$ cat src/rtl/router_pkg.sv
// Shared router definitions: flit_id codes, default flit width, length field and
// the input-buffer packet FSM state type.
package router_pkg;

  localparam int FLIT_W_DEF = 32;
  localparam int ID_W       = 3;

  localparam logic [ID_W-1:0] ID_HEADER = 3'b001;
  localparam logic [ID_W-1:0] ID_BODY   = 3'b010;
  localparam logic [ID_W-1:0] ID_TAIL   = 3'b100;

  localparam int LEN_LSB = 0;
  localparam int LEN_W   = 12;

  typedef enum logic [1:0] {
    ST_IDLE = 2'd0,
    ST_REQ  = 2'd1,
    ST_XFER = 2'd2
  } state_e;

endpackage

$ cat src/rtl/flit_fifo.sv
// Flit storage for one input port: circular buffer with wrap-around pointers.
// A push is refused while full, even when a pop happens in the same cycle.
module flit_fifo #(
  parameter int FLIT_W = 32,
  parameter int DEPTH  = 8
) (
  input  logic                     clk,
  input  logic                     rst,
  input  logic                     push_i,
  input  logic [FLIT_W-1:0]        wr_data_i,
  input  logic                     pop_i,
  output logic [FLIT_W-1:0]        rd_data_o,
  output logic                     full_o,
  output logic                     empty_o,
  output logic [$clog2(DEPTH):0]   count_o
);

  localparam int AW = $clog2(DEPTH);

  logic [FLIT_W-1:0] mem_q [DEPTH];
  logic [AW-1:0]     wr_ptr_q, rd_ptr_q;
  logic [AW:0]       count_q;
  logic              do_push, do_pop;

  assign full_o  = (count_q == (AW+1)'(DEPTH));
  assign empty_o = (count_q == '0);
  assign do_push = push_i & ~full_o;
  assign do_pop  = pop_i & ~empty_o;

  always_ff @(posedge clk or negedge rst) begin
    if (!rst) begin
      wr_ptr_q <= '0;
      rd_ptr_q <= '0;
      count_q  <= '0;
    end else begin
      if (do_push) wr_ptr_q <= wr_ptr_q + 1'b1;
      if (do_pop)  rd_ptr_q <= rd_ptr_q + 1'b1;
      count_q <= count_q + {{AW{1'b0}}, do_push} - {{AW{1'b0}}, do_pop};
    end
  end

  always_ff @(posedge clk) begin
    if (do_push) mem_q[wr_ptr_q] <= wr_data_i;
  end

  assign rd_data_o = mem_q[rd_ptr_q];
  assign count_o   = count_q;

endmodule

$ cat src/rtl/input_buffer.sv
// Router input port: flit FIFO plus packet FSM that requests the arbiter and
// streams a granted packet, discarding flits that cannot start a packet.
//   state   | meaning
//   ST_IDLE | waiting for a HEADER at the head; other flits are dropped
//   ST_REQ  | packet pending, req high, waiting for grant
//   ST_XFER | granted, head flits leave while grant holds, TAIL pop ends packet
module input_buffer
  import router_pkg::*;
#(
  parameter int FLIT_W = FLIT_W_DEF,
  parameter int DEPTH  = 8
) (
  input  logic                   clk,
  input  logic                   rst,
  input  logic [FLIT_W-1:0]      in_flit,
  input  logic                   in_valid,
  output logic                   in_ready,
  output logic                   req,
  output logic [ID_W-1:0]        flit_id,
  output logic [LEN_W-1:0]       length,
  input  logic                   grant,
  input  logic                   out_ready,
  output logic [FLIT_W-1:0]      out_flit,
  output logic                   out_valid,
  output logic                   drop_err,
  output logic [$clog2(DEPTH):0] occupancy
);

  state_e            state_q, state_d;
  logic [LEN_W-1:0]  length_q;
  logic              rdy_q;
  logic [FLIT_W-1:0] head_flit;
  logic [ID_W-1:0]   head_id;
  logic              full, empty, push, pop;

  flit_fifo #(.FLIT_W(FLIT_W), .DEPTH(DEPTH)) u_fifo (
    .clk       (clk),
    .rst       (rst),
    .push_i    (push),
    .wr_data_i (in_flit),
    .pop_i     (pop),
    .rd_data_o (head_flit),
    .full_o    (full),
    .empty_o   (empty),
    .count_o   (occupancy)
  );

  assign head_id  = head_flit[FLIT_W-1 -: ID_W];
  // rdy_q keeps the port closed for the first cycle after reset release
  assign in_ready = rdy_q & ~full;
  assign push     = in_valid & in_ready;
  assign out_flit = head_flit;
  assign length   = length_q;

  always_ff @(posedge clk or negedge rst) begin
    if (!rst) begin
      state_q  <= ST_IDLE;
      length_q <= '0;
      rdy_q    <= 1'b0;
    end else begin
      state_q <= state_d;
      rdy_q   <= 1'b1;
      if (state_q == ST_IDLE && state_d == ST_REQ)
        length_q <= head_flit[LEN_LSB +: LEN_W];
    end
  end

  always_comb begin
    state_d = state_q;
    case (state_q)
      ST_IDLE: if (!empty && head_id == ID_HEADER) state_d = ST_REQ;
      ST_REQ:  if (grant) state_d = ST_XFER;
      ST_XFER: begin
        if (!grant)                                           state_d = ST_REQ;
        else if (!empty && out_ready && head_id == ID_TAIL)   state_d = ST_IDLE;
      end
      default: state_d = ST_IDLE;
    endcase
  end

  always_comb begin
    req       = (state_q != ST_IDLE);
    out_valid = (state_q == ST_XFER) & grant & ~empty;
    drop_err  = (state_q == ST_IDLE) & ~empty & (head_id != ID_HEADER);
    pop       = drop_err | (out_valid & out_ready);
    flit_id   = (req && !empty) ? head_id : '0;
  end

endmodule

$ cat config.mk
export PLATFORM = sky130hd
export DESIGN_NAME = input_buffer
export DESIGN_NICKNAME = d
export VERILOG_FILES = /design/src/rtl/router_pkg.sv /design/src/rtl/flit_fifo.sv /design/src/rtl/input_buffer.sv
export SDC_FILE = /design/constraint.sdc
export NUM_CORES = 1
export LEC_CHECK = 0
export CAP_MARGIN = 10
export CORE_MARGIN = 1.5
export CORE_UTILIZATION = 52
export DETAILED_ROUTE_END_ITERATION = 16
export PLACE_DENSITY_LB_ADDON = 0.15
export SLEW_MARGIN = 20
export SYNTH_ARGS = -nofsm -noshare
export SYNTH_HDL_FRONTEND = slang
export SYNTH_SLANG_ARGS = --single-unit
$ cat constraint.sdc
create_clock -name clk -period 4 [get_ports clk]
set_clock_uncertainty 0.1 [all_clocks]
set_input_delay 0.8 -clock clk [delete_from_list [all_inputs] [get_ports clk]]
set_output_delay 0.8 -clock clk [all_outputs]
set_load 0.01 [all_outputs]
==> summary.txt <==
Routing
  • Post-route ant nets: 0
  • Initial DRT Pass Iterations: 4
  • Met2 WL post-DR: 10.6 mm
  • Max layer used: met4
  • Wl on met1: 9.18 mm
  • Routed WL per cell: 23.1 um
  • Met3 WL: 898 um
  • Number of remaining DRC errors: 0
  • DR iter-0 viols: 408
  • Via count: 5268
  • Via/cell ratio: 5.76
  • DRT Wirelength: 21.1 mm

Power and ir drop
  • Largest vdd supply drop: 483 uV
  • Leakage: 4.47 nW
  • Tot Pwr: 9.67 mW
  • Pwr dens: 727 nW/um2

Clock tree
  • Clk sinks: 281
  • # H-tree levels: 1
  • Cts hold-fix bufs: 0
  • Worst-path clk slew: 60 ps
  • Clock tree buffer depth: 3
  • CTS tree: done
  • CTS Buf Count: 29
  • Clock Latency Late Sink: 530 ps
  • Clock root buffer: clkbuf_16

Die
  • Starting density of the core: 53.7%
  • Core Region: 20400 um2
  • Die X: 148 um
  • Die area: 22000 um2
  • Die Ht: 148 um
  • Row Count: 52
  • Top-level I/O count: 92

Timing
  • Fmax: 260 MHz
  • RSZ-0062 raised after global routing: no
  • Max-slew headroom at the worst pin: 43.0%
  • Setup ws final: 146 ps
  • Measured slew at the worst slew-check pin: 854 ps
  • Setup TNS: 0 ps
  • Hold Fails Final Rpt: 0
  • Tcrit/Tclk final: 96.3%
  • Min Tclk post-route: 3850 ps
  • Hold_ws: 405 ps
  • Slew Limit Fails: 0
  • Final setup viols: 0

Worst setup path
  • Largest stage delay, worst path: 730 ps
  • Family with the most delay on the worst path: buffers and inverters
  • Crit start category: flop
  • CP bufs+invs: 2
  • Endpoint class of the critical path: output port
  • Required time worst endpoint: 3100 ps
  • Crit Path Class: reg2out
  • Worst Path Arrival: 2950 ps
  • CP max FO: 21
  • Cells along the critical path: mux4_2, mux2i_1, inv_1, a31oi_1, clkdlybuf4s50_1
  • CP max-delay cell: dfrtp_2

Layout
  • Fin cells: 914
  • Post-layout util: 65.1%
  • Finished layout cell area: 13300 um2
  • P&R area growth vs syn: 21.3%
  • Most frequent cells in the layout: 256 x edfxtp_1, 91 x clkdlybuf4s50_1, 64 x mux4_2, 33 x mux2_2, 29 x clkbuf_16
  • NumNets Final: 669
  • Share of layout cells above drive strength 1: 28.9%
  • Ant. Diodes: 0
  • Most common cell after layout, fill and taps aside: edfxtp_1

Yosys
  • Number of synthesized flops with an enable pin: 256
  • Synth unique cells: 42
  • Dominant cell type by area after synthesis: edfxtp_1
  • YS warnings: 0
  • Post-synth top area share: 70.1%
  • Post-synth top flop: edfxtp_1
  • Mapped Nets: 545
  • FF+latch count, synth: 281
  • Cell area after synthesis: 11000 um2
  • Seq/Total Area, Yosys: 75.8%
  • Main area contributors after synthesis: edfxtp_1 70%, mux4_2 13%, dfrtp_1 5.7%, mux2_2 3.4%, mux2_4 1.2%
  • Async set-reset flop share out of synthesis: 8.90%
  • Syn Inst Count: 499
  • Synth Area per Inst: 22.0 um2

Global routing
  • GRT Util Overall: 19.9%
  • Largest net degree at the start of global routing: 40
  • First-pass GRT wire length: 32.6 mm
  • Vias in the first global route: 5638
  • Initial antenna violation count: 0
  • Gr ovfl total: 0

Place
  • DP Area: 12300 um2
  • DP HPWL: 11.9 mm
  • Final GP Congestion: 0.849
  • Cell count after placement: 855
  • Post-Place Setup Slack: 588 ps
  • I/O Buffers: 91

Status
  • Run status: finished, final reports clean

Flow run
  • Max_cap viols: 0

Hold path
  • Type of the most critical hold path: reg2reg
-- area by class of cell --
| cell class | count | area, um2 |
|---|---|---|
| clock buffers | 39 | 783 |
| clock inverters | 13 | 113 |
| fillers | 1379 | 7130 |
| inverters | 14 | 52.6 |
| multi-input cells | 181 | 2550 |
| flip-flops and latches | 281 | 8320 |
| well taps | 270 | 338 |
| repair buffers | 116 | 1150 |
-- logic make-up (layout without fill, tap and decap cells) --
kind of cell | Yosys count | in the layout | share of synthesized area [%]
buffers and inverters | 37 | 182 | 1.54
and+or+nand+nor | 41 | 41 | 1.92
xor gates and xnor gates | 5 | 5 | 0.399
DFF | 281 | 281 | 75.8
other | 1 | 1 | 0.0342
adders and majority gates | 9 | 9 | 1.10
AOI/OAI and AO/OA | 16 | 16 | 1.07
muxes | 109 | 109 | 18.1
-- what timing repair did --
item,CTS,global route
buffers inserted,0,7
resized for setup,0,0
setup endpoints to repair,0,1
-- worst paths after layout --
path	start	end	slack [ps]	cells after the start
worst max-delay path	u_fifo.rd_ptr_q[2]	drop_err	150	5
worst min-delay path	length[1]	length[1]	400	1
worst max register to register	u_fifo.rd_ptr_q[2]	u_fifo.count_o[2]	580	11
worst min register to register	length[1]	length[1]	400	1
max in group asynchronous	rst	u_fifo.rd_ptr_q[0]	2930	2
min in group asynchronous	rst	rdy_q	560	2
-- power by group --
group	switching (mW)	total (mW)	internal, mW
Sequential	0.233	3.78	3.55
Combinational	1.47	3.36	1.88
Clock	1.04	2.53	1.49
Total	2.75	9.67	6.92
-- flip-flops by register name (all words and copies together), names as in the netlist --
signal	count
u_fifo.mem_q	256
u_fifo.count_o	4
rdy_q	1
length	12
u_fifo.rd_ptr_q	3
state_q	2
u_fifo.wr_ptr_q	3
-- cells in the mapped netlist, types with 3 or more instances --
cell      number
nand2_1        9
dfrtp_1       25
mux2_4         9
nor4_1         4
mux4_2        64
inv_1         12
ha_1           8
buf_2          3
edfxtp_1     256
clkbuf_1      12
nand2b_1       5
nor2_1         8
xor2_1         3
mux2_2        33
nor3_1         6
buf_1          5
-- per-layer routing --
layer	track usage, %	vias to the layer above
li1	-	2311
met5	0	-
met3	3.31	25
met4	4.21	0
met2	33.7	148
met1	27.6	2784
(Power assumes the default switching activity.)
